==> config.mk <==
export PLATFORM = sky130hd
export DESIGN_NAME = divider_seq
export DESIGN_NICKNAME = d
export VERILOG_FILES = /design/src/rtl/divider_seq.sv
export SDC_FILE = /design/constraint.sdc
export NUM_CORES = 1
export LEC_CHECK = 0
export CAP_MARGIN = 20
export CELL_PAD_IN_SITES_DETAIL_PLACEMENT = 1
export CELL_PAD_IN_SITES_GLOBAL_PLACEMENT = 1
export CORE_MARGIN = 4
export CORE_UTILIZATION = 41
export DETAILED_ROUTE_END_ITERATION = 6
export GPL_TIMING_DRIVEN = 0
export PLACE_DENSITY_LB_ADDON = 0.1
export SYNTH_ARGS = -nofsm -noshare
export SYNTH_HDL_FRONTEND = slang
export SYNTH_SLANG_ARGS = --single-unit
==> constraint.sdc <==
create_clock -name clk -period 1.7 [get_ports clk]
set_input_delay 0.17 -clock clk [delete_from_list [all_inputs] [get_ports clk]]
set_output_delay 0.17 -clock clk [all_outputs]
set_load 0.05 [all_outputs]
==> src/rtl/divider_seq.sv <==
`default_nettype none
// ============================================================================
// Module      : divider_seq
// Description : Sequential restoring divider. Divides a WIDTH-bit dividend by
//               a DWIDTH-bit divisor, resolving one quotient bit per clock,
//               MSB first, behind a start/busy/done handshake.
// Revision    : 1.0 - initial release
// ----------------------------------------------------------------------------
// Parameters
//   WIDTH     dividend / quotient width (even, >= 2)
//   DWIDTH    divisor / remainder width (default WIDTH/2)
// Ports
//   clk        in   rising-edge clock
//   reset      in   asynchronous active-high reset
//   start      in   request, sampled in IDLE or DONE only
//   dividend   in   [WIDTH-1:0]  captured on accepted start
//   divisor    in   [DWIDTH-1:0] captured on accepted start
//   busy       out  high while the divide steps are running
//   done       out  one-cycle pulse, results valid from this cycle
//   quotient   out  [WIDTH-1:0]  last completed quotient
//   remainder  out  [DWIDTH-1:0] last completed remainder
//   dbz        out  last completed operation had divisor == 0
// Configuration macro
//   DIVIDER_SEQ_EARLY_DBZ_EN  when defined, a zero divisor skips the divide
//                             steps and completes one cycle after start.
// ============================================================================
module divider_seq #(
  parameter int WIDTH  = 4,
  parameter int DWIDTH = WIDTH / 2
) (
  input  logic              clk,
  input  logic              reset,
  input  logic              start,
  input  logic [WIDTH-1:0]  dividend,
  input  logic [DWIDTH-1:0] divisor,
  output logic              busy,
  output logic              done,
  output logic [WIDTH-1:0]  quotient,
  output logic [DWIDTH-1:0] remainder,
  output logic              dbz
);

  localparam int CW = $clog2(WIDTH + 1);
  localparam logic [CW-1:0] C_CNT_INIT = CW'(WIDTH);
  localparam logic [CW-1:0] C_CNT_ONE  = CW'(1);

  localparam logic [1:0] S_IDLE = 2'd0;
  localparam logic [1:0] S_RUN  = 2'd1;
  localparam logic [1:0] S_DONE = 2'd2;
`ifdef DIVIDER_SEQ_EARLY_DBZ_EN
  // Single-cycle detour used only for an early divide-by-zero completion.
  localparam logic [1:0] S_DBZ  = 2'd3;
`endif

  logic [1:0]        r_state;
  logic [1:0]        w_state_nxt;

  // r_dvd holds the remaining dividend bits in its upper part; quotient bits
  // are shifted into the bottom as the dividend bits leave the top, so after
  // WIDTH steps the register is the quotient.
  logic [WIDTH-1:0]  r_dvd;
  logic [DWIDTH-1:0] r_dvs;
  // Partial remainder after each step is always < divisor, so its top bit
  // (bit DWIDTH of R) is known zero between steps and is not stored.
  logic [DWIDTH-1:0] r_rem;
  logic [CW-1:0]     r_cnt;

  logic              w_accept;
  logic [DWIDTH:0]   w_shift;
  logic              w_ge;
  logic [DWIDTH-1:0] w_rem_nxt;
  logic [WIDTH-1:0]  w_quo_nxt;
  logic              w_busy_nxt;
  logic              w_done_nxt;
  logic              w_load_run;
  logic              w_load_dbz;

  // --------------------------------------------------------------------------
  // Datapath for one restoring step
  // --------------------------------------------------------------------------
  assign w_accept  = ((r_state == S_IDLE) || (r_state == S_DONE)) && start;
  assign w_shift   = {r_rem, r_dvd[WIDTH-1]};
  assign w_ge      = (w_shift >= {1'b0, r_dvs});
  // When w_ge is set the true difference is < divisor, so the modulo-2^DWIDTH
  // subtraction of the low bits yields the exact result.
  assign w_rem_nxt = w_ge ? (w_shift[DWIDTH-1:0] - r_dvs) : w_shift[DWIDTH-1:0];
  assign w_quo_nxt = {r_dvd[WIDTH-2:0], w_ge};

  // --------------------------------------------------------------------------
  // FSM: state register
  // --------------------------------------------------------------------------
  always_ff @(posedge clk or posedge reset) begin
    if (reset) begin
      r_state <= S_IDLE;
    end else begin
      r_state <= w_state_nxt;
    end
  end

  // --------------------------------------------------------------------------
  // FSM: next-state logic
  // --------------------------------------------------------------------------
  always_comb begin
    w_state_nxt = r_state;
    case (r_state)
      S_IDLE, S_DONE: begin
        if (start) begin
`ifdef DIVIDER_SEQ_EARLY_DBZ_EN
          w_state_nxt = (divisor == '0) ? S_DBZ : S_RUN;
`else
          w_state_nxt = S_RUN;
`endif
        end else begin
          w_state_nxt = S_IDLE;
        end
      end
      S_RUN: begin
        if (r_cnt == C_CNT_ONE) begin
          w_state_nxt = S_DONE;
        end
      end
`ifdef DIVIDER_SEQ_EARLY_DBZ_EN
      S_DBZ: w_state_nxt = S_DONE;
`endif
      default: w_state_nxt = S_IDLE;
    endcase
  end

  // --------------------------------------------------------------------------
  // FSM: output decode (next values of the registered outputs)
  // --------------------------------------------------------------------------
  always_comb begin
    w_busy_nxt = (w_state_nxt == S_RUN);
    w_done_nxt = (w_state_nxt == S_DONE);
    w_load_run = (r_state == S_RUN) && (r_cnt == C_CNT_ONE);
`ifdef DIVIDER_SEQ_EARLY_DBZ_EN
    w_load_dbz = (r_state == S_DBZ);
`else
    w_load_dbz = 1'b0;
`endif
  end

  // --------------------------------------------------------------------------
  // Operand / step registers
  // --------------------------------------------------------------------------
  always_ff @(posedge clk or posedge reset) begin
    if (reset) begin
      r_dvd <= '0;
      r_dvs <= '0;
      r_rem <= '0;
      r_cnt <= '0;
    end else if (w_accept) begin
      r_dvd <= dividend;
      r_dvs <= divisor;
      r_rem <= '0;
      r_cnt <= C_CNT_INIT;
    end else if (r_state == S_RUN) begin
      r_dvd <= w_quo_nxt;
      r_rem <= w_rem_nxt;
      r_cnt <= r_cnt - C_CNT_ONE;
    end
  end

  // --------------------------------------------------------------------------
  // Registered outputs; results hold until the next completion
  // --------------------------------------------------------------------------
  always_ff @(posedge clk or posedge reset) begin
    if (reset) begin
      busy      <= 1'b0;
      done      <= 1'b0;
      quotient  <= '0;
      remainder <= '0;
      dbz       <= 1'b0;
    end else begin
      busy <= w_busy_nxt;
      done <= w_done_nxt;
      if (w_load_run) begin
        quotient  <= w_quo_nxt;
        remainder <= w_rem_nxt;
        dbz       <= (r_dvs == '0);
      end else if (w_load_dbz) begin
        // Same values the full restoring run produces for a zero divisor.
        quotient  <= '1;
        remainder <= r_dvd[DWIDTH-1:0];
        dbz       <= 1'b1;
      end
    end
  end

endmodule
`default_nettype wire

==> qor.yml <==
final_net_count: 124
critPathBufInv: 0
clk-insertion-delay-late_ns: 0.30
synth_edf_count: 0
max_slew_margin_pct: 45.1
layout_min_cycle_time_ns: 1.64
antenna_found_initial: 0
setup.worst_path.end_class: "flop"
status: "complete, no violations"
asyncSetResetFlopFracSynth_pct: 100
postRouteAntennaNets: 0
worstPathCellList: "ha_2 -> a2111oi_4 -> a211oi_1 -> mux2_4"
setup.reg_to_reg.worst_slack_ns: 0.06
critical-path-slowest-cell: "sky130_fd_sc_hd__dfrtp_1"
overflow: 0
initialDrtViolationCount: 17
mappedNetlistNets: 102
area_of_the_multi_input_gates_um2: 480
route.detailed.vias_per_inst: 5.22
timing.final.max_slew_violations: 0
drc_errors: 0
post_route_design_area_mm2: 0.00134
yosysTopAreaCell: "sky130_fd_sc_hd__dfrtp_1"
clk_root_buffer_cell: "sky130_fd_sc_hd__clkbuf_4"
setup.worst_path.start_class: "flop"
gr_usage_total_pct: 14.4
critPathMaxFanout: 5
power.ir.vdd_worst_mv: 1.01
yosys_warns: 0
worstMarginPinSlew_ns: 0.822
fillers: 264
syn_area_per_cell_um2: 12.2
die_width_um: 59.5
cts_htree_levels: 1
grt_setup_unrepaired: "true"
worst_ep_arrival_time_ns: 1.83
synth_flop_cell: "sky130_fd_sc_hd__dfrtp_1"
floorplan.initialDensity_pct: 43.5
final_weighted_congestion_in_routability_driven_placement: 0.702
first_global_vias: 806
dpl.hpwl_um: 1660
fp.dieH_um: 59.5
hold_path.class: "in2async"
r2r_cells: 4
setup-violations-final: 0
fin_skew_ns: 0.00267
std_cell_rows: 18
dieArea_mm2: 0.00354
clkSlewWorstSetupHoldPaths_ns: 0.12
worst_r2r_startpoint: "r_rem[0]$_DFFE_PP0P_"
ys_types: 30
cts.sink_count: 22
floorplan.io_pins: 18
route.vias.total: 726
worst_case_clock_buffer_depth: 2
ff_latch_area_um2: 551
layout-area-overhead-vs-synth_pct: 22.8
report.power.total_mw: 2.87
wl_per_cell_um: 15.9
synthCells: 89
power_density_mw_per_mm2: 2150
cts_tree: "done"
setup_total_negative_slack_ns: 0
core_region_area_mm2: 0.00250
antenna_cells: 0
final.period_utilization_pct: 96.4
cts-hold-fix-buffers: 0
crit_family: "compound AO/OA/AOI/OAI gates"
critical_path_required_ns: 1.89
synth.top_cell.area_share_pct: 50.6
global_route_wire_length_before_repair_um: 3770
synthTopCellsByArea: "sky130_fd_sc_hd__dfrtp_1 (51%), sky130_fd_sc_hd__mux2_4 (6.9%), sky130_fd_sc_hd__ha_1 (4.6%), sky130_fd_sc_hd__inv_1 (3.1%), sky130_fd_sc_hd__buf_6 (3.1%)"
cell_area_after_synthesis_mm2: 0.00109
dr.pass1.iters: 3
r2r_end: "remainder[1]$_DFFE_PP0P_"
cts-buffers-inserted: 3
fmax_mhz: 610
finalHoldViolations: 0
port_buffers: 17
placement.cell_area_mm2: 0.00130
pin_count_of_the_biggest_net_entering_global_routing: 23
max_stage_delay_ns: 0.45
path_class: "reg2reg"
yosysSeqAreaShare_pct: 50.6
p_leak_nw: 0.586
postSynthRegisterBits: 22
layout_cells_sized_above_1_pct: 18.3
max_cap_violations: 0
wirelength_um: 2220
==> sequential cells by signal (all words and copies together) (netlist names) <==
register	flops
busy	1
r_dvd	4
done	1
r_state	2
dbz	1
remainder	2
quotient	4
r_rem	2
r_cnt	3
r_dvs	2
==> how the worst max path moves through the flow <==
stage / start / end / depth (start not counted)
after CTS: quotient[3]$_DFFE_PP0P_ / quotient[3] / 1
after floorplan: r_dvs[1]$_DFFE_PP0N_ / remainder[1]$_DFFE_PP0P_ / 5
after detailed placement: r_rem[0]$_DFFE_PP0P_ / remainder[1]$_DFFE_PP0P_ / 4
after global placement: r_rem[0]$_DFFE_PP0P_ / remainder[1]$_DFFE_PP0P_ / 4
after global routing: r_dvs[1]$_DFFE_PP0N_ / remainder[1]$_DFFE_PP0P_ / 5
final: r_rem[0]$_DFFE_PP0P_ / remainder[1]$_DFFE_PP0P_ / 4
==> cell families after synthesis <==
logic type      count (synthesis)  synth area share [%]
flops                          22                  50.6
xor+xnor                        1                 0.805
fa+ha+maj                       4                  4.60
compound gates                 22                  14.4
mux                             9                  10.8
simple gates                   18                  12.2
buf+inv                        13                  6.67
==> per-stage QoR <==
stage | instances | utilization [%] | setup slack, ns | hold slack (ns)
2_1_floorplan | 89 | - | 0.173 | 0.159
3_3_place_gp | 136 | 51.9 | 0.0869 | 0.493
3_5_place_dp | 136 | 51.9 | 0.0739 | 0.496
4_1_cts | 139 | 52.8 | 0.00538 | 0.353
5_1_grt | 139 | 53.5 | -0.0540 | 0.390
6_report | 139 | 53.5 | 0.0610 | 0.323
==> where the power goes <==
part           total (mW)  switching (mW)  internal (mW)
logic                1.69           0.927          0.766
clock network       0.231           0.149         0.0825
registers           0.944           0.180          0.764
==> Yosys cell counts (2+ instances only) <==
library cell,count
sky130_fd_sc_hd__dfrtp_1,22
sky130_fd_sc_hd__inv_1,9
sky130_fd_sc_hd__a21oi_1,6
sky130_fd_sc_hd__mux2_4,5
sky130_fd_sc_hd__ha_1,4
sky130_fd_sc_hd__nand2b_1,4
sky130_fd_sc_hd__a22o_1,3
sky130_fd_sc_hd__buf_6,3
sky130_fd_sc_hd__nor2_1,3
sky130_fd_sc_hd__nor2b_1,3
sky130_fd_sc_hd__o21ai_0,3
sky130_fd_sc_hd__o22ai_1,3
sky130_fd_sc_hd__mux2_2,2
sky130_fd_sc_hd__mux2i_1,2
sky130_fd_sc_hd__o31ai_1,2
==> cell type report <==
type / count / share of cell area [%]
inverters: 9 / 2.53
multi-input cells: 54 / 36.0
well taps: 30 / 2.81
plain buffers: 4 / 2.90
clock buffers: 3 / 1.69
flip-flops and latches: 22 / 41.2
repair buffers: 17 / 12.9
==> per-layer routing <==
layer | vias up | track usage [%] | routed length [µm]
li1 | 353 | - | -
met1 | 363 | 17.3 | 919
met2 | 8 | 25.6 | 1210
met3 | 2 | 2.61 | 70
met4 | 0 | 4.75 | 19
met5 | - | 0 | 0
==> what timing repair did <==
action | in CTS | in global routing
resized for setup | 0 | 3
buffers inserted | 0 | 0
setup endpoints to repair | 0 | 8
==> cells in the final DEF (no fill, tap or decap), drive strengths merged, types with 3 or more instances in the layout <==
cell / instances
clkdlybuf4s50: 16
a21oi: 6
buf: 4
ha: 4
nand2b: 4
dfrtp: 22
o22ai: 3
nor2b: 3
a22o: 3
o21ai: 4
nor2: 3
inv: 9
mux2: 7
clkbuf: 3
No activity file was read; power rests on OpenSTA's default activity.
